`config.mk`:
```
export PLATFORM = sky130hd
export DESIGN_NAME = title_editor
export DESIGN_NICKNAME = d
export VERILOG_FILES = /design/src/rtl/title_editor.sv
export SDC_FILE = /design/constraint.sdc
export NUM_CORES = 1
export LEC_CHECK = 0
export ABC_AREA = 1
export BUFFER_PORTS_ARGS = -buffer_cell sky130_fd_sc_hd__clkbuf_2
export CAP_MARGIN = 20
export CORE_UTILIZATION = 40
export DETAILED_ROUTE_END_ITERATION = 7
export PLACE_DENSITY = 0.71
export SYNTH_ARGS = -nofsm -noshare
export SYNTH_HDL_FRONTEND = slang
export SYNTH_SLANG_ARGS = --single-unit
export TNS_END_PERCENT = 10
```
`constraint.sdc`:
```
create_clock -name clk -period 2.2 [get_ports clk]
set_input_delay 0.11 -clock clk [delete_from_list [all_inputs] [get_ports clk]]
set_output_delay 0.11 -clock clk [all_outputs]
set_load 0.05 [all_outputs]
```
`src/rtl/title_editor.sv`:
```
// Title edit buffer with commit-to-display and a 12-cycle clear sweep.
// Characters are mapped to glyph ROM base addresses when they are written.
module title_editor #(
    parameter int unsigned GLYPH_ROWS = 8,
    parameter int unsigned NUM_CHARS  = 12
) (
    input  logic       clk,
    input  logic       rst_n,
    input  logic       char_valid,
    input  logic [7:0] char_ascii,
    output logic       char_ready,
    input  logic       backspace,
    input  logic       clear,
    input  logic       commit,
    output logic [8:0] char1,
    output logic [8:0] char2,
    output logic [8:0] char3,
    output logic [8:0] char4,
    output logic [8:0] char5,
    output logic [8:0] char6,
    output logic [8:0] char7,
    output logic [8:0] char8,
    output logic [8:0] char9,
    output logic [8:0] char10,
    output logic [8:0] char11,
    output logic [8:0] char12,
    output logic [3:0] cursor,
    output logic       full,
    output logic       bad_char
);

    localparam logic [0:0] IDLE  = 1'b0;
    localparam logic [0:0] CLEAR = 1'b1;
    localparam logic [3:0] LAST  = 4'(NUM_CHARS - 1);

    logic [0:0] state_q, state_d;
    logic [3:0] idx_q, idx_d;
    logic [3:0] cursor_q, cursor_d;
    logic       bad_q, bad_d;
    logic [8:0] buf_q [NUM_CHARS];
    logic [8:0] buf_d [NUM_CHARS];
    logic [8:0] chr_q [NUM_CHARS];
    logic [8:0] chr_d [NUM_CHARS];

    logic [5:0] glyph;
    logic       glyph_ok;
    logic [8:0] glyph_addr;

    always_comb begin
        glyph    = '0;
        glyph_ok = 1'b0;
        if (char_ascii == 8'h20) begin
            glyph_ok = 1'b1;
        end else if (char_ascii >= 8'h41 && char_ascii <= 8'h5A) begin
            glyph    = 6'(char_ascii - 8'h40);
            glyph_ok = 1'b1;
        end else if (char_ascii >= 8'h61 && char_ascii <= 8'h7A) begin
            glyph    = 6'(char_ascii - 8'h60);
            glyph_ok = 1'b1;
        end else if (char_ascii >= 8'h30 && char_ascii <= 8'h39) begin
            // '0' (0x30) lands on glyph 27
            glyph    = 6'(char_ascii - 8'd21);
            glyph_ok = 1'b1;
        end
    end

    assign glyph_addr = 9'(glyph) * 9'(GLYPH_ROWS);

    assign full       = (cursor_q == 4'(NUM_CHARS));
    assign char_ready = rst_n && (state_q == IDLE) && !full
                        && !clear && !commit && !backspace;

    always_comb begin
        state_d  = state_q;
        idx_d    = idx_q;
        cursor_d = cursor_q;
        bad_d    = 1'b0;
        buf_d    = buf_q;
        chr_d    = chr_q;
        case (state_q)
            IDLE: begin
                if (clear) begin
                    state_d = CLEAR;
                    idx_d   = '0;
                end else if (commit) begin
                    chr_d = buf_q;
                end else if (backspace) begin
                    if (cursor_q != '0) begin
                        cursor_d = cursor_q - 4'd1;
                        for (int unsigned i = 0; i < NUM_CHARS; i++) begin
                            if (4'(i) == cursor_q - 4'd1) buf_d[i] = '0;
                        end
                    end
                end else if (char_valid && char_ready) begin
                    if (glyph_ok) begin
                        cursor_d = cursor_q + 4'd1;
                        for (int unsigned i = 0; i < NUM_CHARS; i++) begin
                            if (4'(i) == cursor_q) buf_d[i] = glyph_addr;
                        end
                    end else begin
                        bad_d = 1'b1;
                    end
                end
            end
            CLEAR: begin
                for (int unsigned i = 0; i < NUM_CHARS; i++) begin
                    if (4'(i) == idx_q) buf_d[i] = '0;
                end
                if (idx_q == LAST) begin
                    idx_d    = '0;
                    cursor_d = '0;
                    state_d  = IDLE;
                end else begin
                    idx_d = idx_q + 4'd1;
                end
            end
            default: state_d = IDLE;
        endcase
    end

    always_ff @(posedge clk or negedge rst_n) begin
        if (!rst_n) begin
            state_q  <= IDLE;
            idx_q    <= '0;
            cursor_q <= '0;
            bad_q    <= 1'b0;
            buf_q    <= '{default: '0};
            chr_q    <= '{default: '0};
        end else begin
            state_q  <= state_d;
            idx_q    <= idx_d;
            cursor_q <= cursor_d;
            bad_q    <= bad_d;
            buf_q    <= buf_d;
            chr_q    <= chr_d;
        end
    end

    assign cursor   = cursor_q;
    assign bad_char = bad_q;
    assign char1    = chr_q[0];
    assign char2    = chr_q[1];
    assign char3    = chr_q[2];
    assign char4    = chr_q[3];
    assign char5    = chr_q[4];
    assign char6    = chr_q[5];
    assign char7    = chr_q[6];
    assign char8    = chr_q[7];
    assign char9    = chr_q[8];
    assign char10   = chr_q[9];
    assign char11   = chr_q[10];
    assign char12   = chr_q[11];

endmodule

```
==> results.json <==
{
  "area_growth_pct": 20.1,
  "start_util": 0.415,
  "synth-async-reset-ratio": 1.00,
  "io_buffers": 92,
  "crit_arrival_ns": 2.30,
  "post-dp-hpwl_um": 12000,
  "leakage_uw": 0.00490,
  "fin_nets": 922,
  "fmaxAchievable_mhz": 503,
  "rows": 49,
  "skew_ns": 0.00972,
  "setup_tns_ns": 0,
  "yosysTopAreaCell": "dfrtp_1",
  "holdBufCountCts": 3,
  "synth_edf_count": 0,
  "fin_util": 0.498,
  "place.gp.congestion": 0.961,
  "postRouteAntennaNets": 0,
  "clk_pin_slew_ns": 0.06,
  "start_kind": "flip-flop",
  "grt_max_degree": 67,
  "synth_flop_cell": "dfrtp_1",
  "fillCellCount": 1719,
  "fp.dieArea_um2": 19500,
  "status": "finished, final reports clean",
  "diodes": 0,
  "route.vias.total": 5825,
  "fin_cells": 1137,
  "wirelength_um": 17300,
  "postSynthAreaPerCell_um2": 9.68,
  "place_ws_ns": 0.245,
  "h-tree-depth": 4,
  "final.min_clock_period_ns": 1.99,
  "numCtsBuffers": 17,
  "setup_slack_ns": 0.211,
  "grt_pass1_vias": 5513,
  "drc_errors": 0,
  "first_pass_iters": 4,
  "clk_latency_ns": 0.42,
  "cts_tree": "done",
  "hp-start": "backspace",
  "placed_cells_incl_taps": 1103,
  "min_period_over_period": 0.904,
  "cts_resized": 0,
  "cts-root-buf": "clkbuf_16",
  "synth_top_area_frac": 0.508,
  "layout-drive-gt1-share": 0.323,
  "yosysSeqAreaShare": 0.508,
  "drv_slew": 0,
  "criticalPathCategory": "flip-flop to flip-flop",
  "rsz0062_at_grt": "no",
  "ys_warn_count": 0,
  "r2r_cells": 11,
  "r2r_slack_ns": 0.21,
  "ir_worst_vdd_mv": 0.590,
  "dr.first_iter.drc_count": 439,
  "synthTopCellsByArea": "dfrtp_1 51%, mux2_2 11%, nand2_1 10%, nand4_1 6.2%, buf_4 4.0%",
  "min_to": "cursor[1]",
  "worstMarginPinSlew_ns": 0.801,
  "die_x_um": 140,
  "relSlewSlack": 0.466,
  "viasPerCell": 5.12,
  "reg2reg_to": "buf_q[22]",
  "netlist_area_um2": 7580,
  "placed_cell_area_um2": 8450,
  "rr_startpoint": "cursor[0]",
  "setup_viol": 0,
  "ys_types": 34,
  "crit_path_max_fanout": 7,
  "netlist_instances": 783,
  "power_density_nw_per_um2": 1140,
  "hold_violations": 0,
  "wire_per_inst_um": 15.2,
  "cp.required_ns": 2.51,
  "track_usage": 0.185,
  "whs_path_depth": 4,
  "end_kind": "flip-flop",
  "ys_ff_latch": 154,
  "fin_area_um2": 9110,
  "clock_path_buffers": 2,
  "clock-sinks": 154,
  "grt_overflow": 0,
  "cap_violations": 0,
  "antenna_found_initial": 0,
  "postCtsSetupBuffers": 0,
  "core_um2": 18300,
  "grt_first_pass_wirelength_um": 28600,
  "die_y_um": 140,
  "io_pins": 129,
  "hold_class": "input pin to flip-flop"
}
## Yosys cell counts, types with 14 or more instances
library cell / number
nand3_1: 27
buf_4: 40
nand4_1: 75
mux2_2: 72
nand3_2: 14
nand2_1: 203
buf_2: 15
inv_1: 29
o21ai_0: 27
clkbuf_1: 14
dfrtp_1: 154
nor2_1: 34
## stage by stage
| stage | hold slack (ns) | power [µW] |
|---|---|---|
| 6_report | 0.0721 | 10400 |
| 5_1_grt | 0.0900 | 11000 |
| 4_1_cts | 0.0652 | 10400 |
| 3_5_place_dp | 0.130 | 7350 |
| 3_3_place_gp | 0.130 | 7290 |
| 2_1_floorplan | -0.186 | 6230 |
## flip-flops by register name, indices dropped and copies added (netlist names)
name      cells
state_q       1
cursor        4
char9         6
char5         6
buf_q        72
char8         6
char2         6
char3         6
char10        6
char1         6
char7         6
char4         6
bad_char      1
char11        6
char6         6
char12        6
idx_q         4
## placed cells by master (no fill, tap or decap), drive strengths merged, types with 3 or more instances in the layout
| cell type | instances |
|---|---|
| a21oi | 19 |
| buf | 39 |
| bufinv | 4 |
| clkbuf | 110 |
| clkinv | 6 |
| conb | 36 |
| dfrtp | 154 |
| dlygate4sd3 | 3 |
| ha | 12 |
| inv | 40 |
| mux2 | 72 |
| nand2 | 209 |
| nand3 | 41 |
| nand4 | 75 |
| nor2 | 42 |
| o21ai | 31 |
## area by class of cell
type                            instances  area [µm²]  area share
Sequential cell                       154        3860       0.423
Multi-Input combinational cell        550        3270       0.359
Timing Repair Buffer                  133         920       0.101
Clock buffer                           19         453      0.0497
Tap cell                              229         287      0.0315
Clock inverter                         12         173      0.0190
Inverter                               40         150      0.0165
## worst max-delay path by stage
stage                 to  cells after the start       from
2_1_floorplan  buf_q[39]                     12  cursor[2]
3_3_place_gp   buf_q[23]                     11  cursor[0]
3_5_place_dp   buf_q[22]                     11  cursor[0]
4_1_cts        buf_q[22]                     11  cursor[0]
5_1_grt        buf_q[48]                     11  cursor[0]
6_report       buf_q[22]                     11  cursor[0]
## cell families (layout without fill, tap and decap cells)
logic type               Yosys count  count (layout)  share of synthesized area
AND/OR/NAND/NOR                  374             374                      0.236
XOR/XNOR                           2               2                    0.00231
adder cells (fa/ha/maj)           12              12                     0.0198
AO/OA/AOI/OAI                     54              54                     0.0437
other                              1              36                   0.000495
buffers and inverters            114             204                     0.0827
multiplexers                      72              72                      0.107
flip-flops                       154             154                      0.508
## metal layers
| metal | part of all wire | GRT usage | wire length [µm] | up-vias |
|---|---|---|---|---|
| met3 | 0.057 | 0.0458 | 976 | 26 |
| met5 | 0 | 0 | 0 | - |
| met4 | 0.019 | 0.0619 | 333 | 0 |
| met2 | 0.46 | 0.283 | 7870 | 192 |
| met1 | 0.47 | 0.257 | 8080 | 2802 |
| li1 | - | - | - | 2805 |
## report_power, final
group | internal, µW | switching [µW]
Combinational | 1170 | 2720
Sequential | 3190 | 271
Clock | 1950 | 1120
## critical path, cell delays in order, from the launching register on
cell and delay (ns):
dfrtp_2 0.41, inv_2 0.09, ha_2 0.24, nand2_2 0.10, inv_2 0.08, nor2_1 0.06
inv_2 0.10, nand3_1 0.10, a21oi_2 0.33, nand3_2 0.21, nand2_1 0.11, nand2_1 0.06
Power figures use the tool's default switching activity.
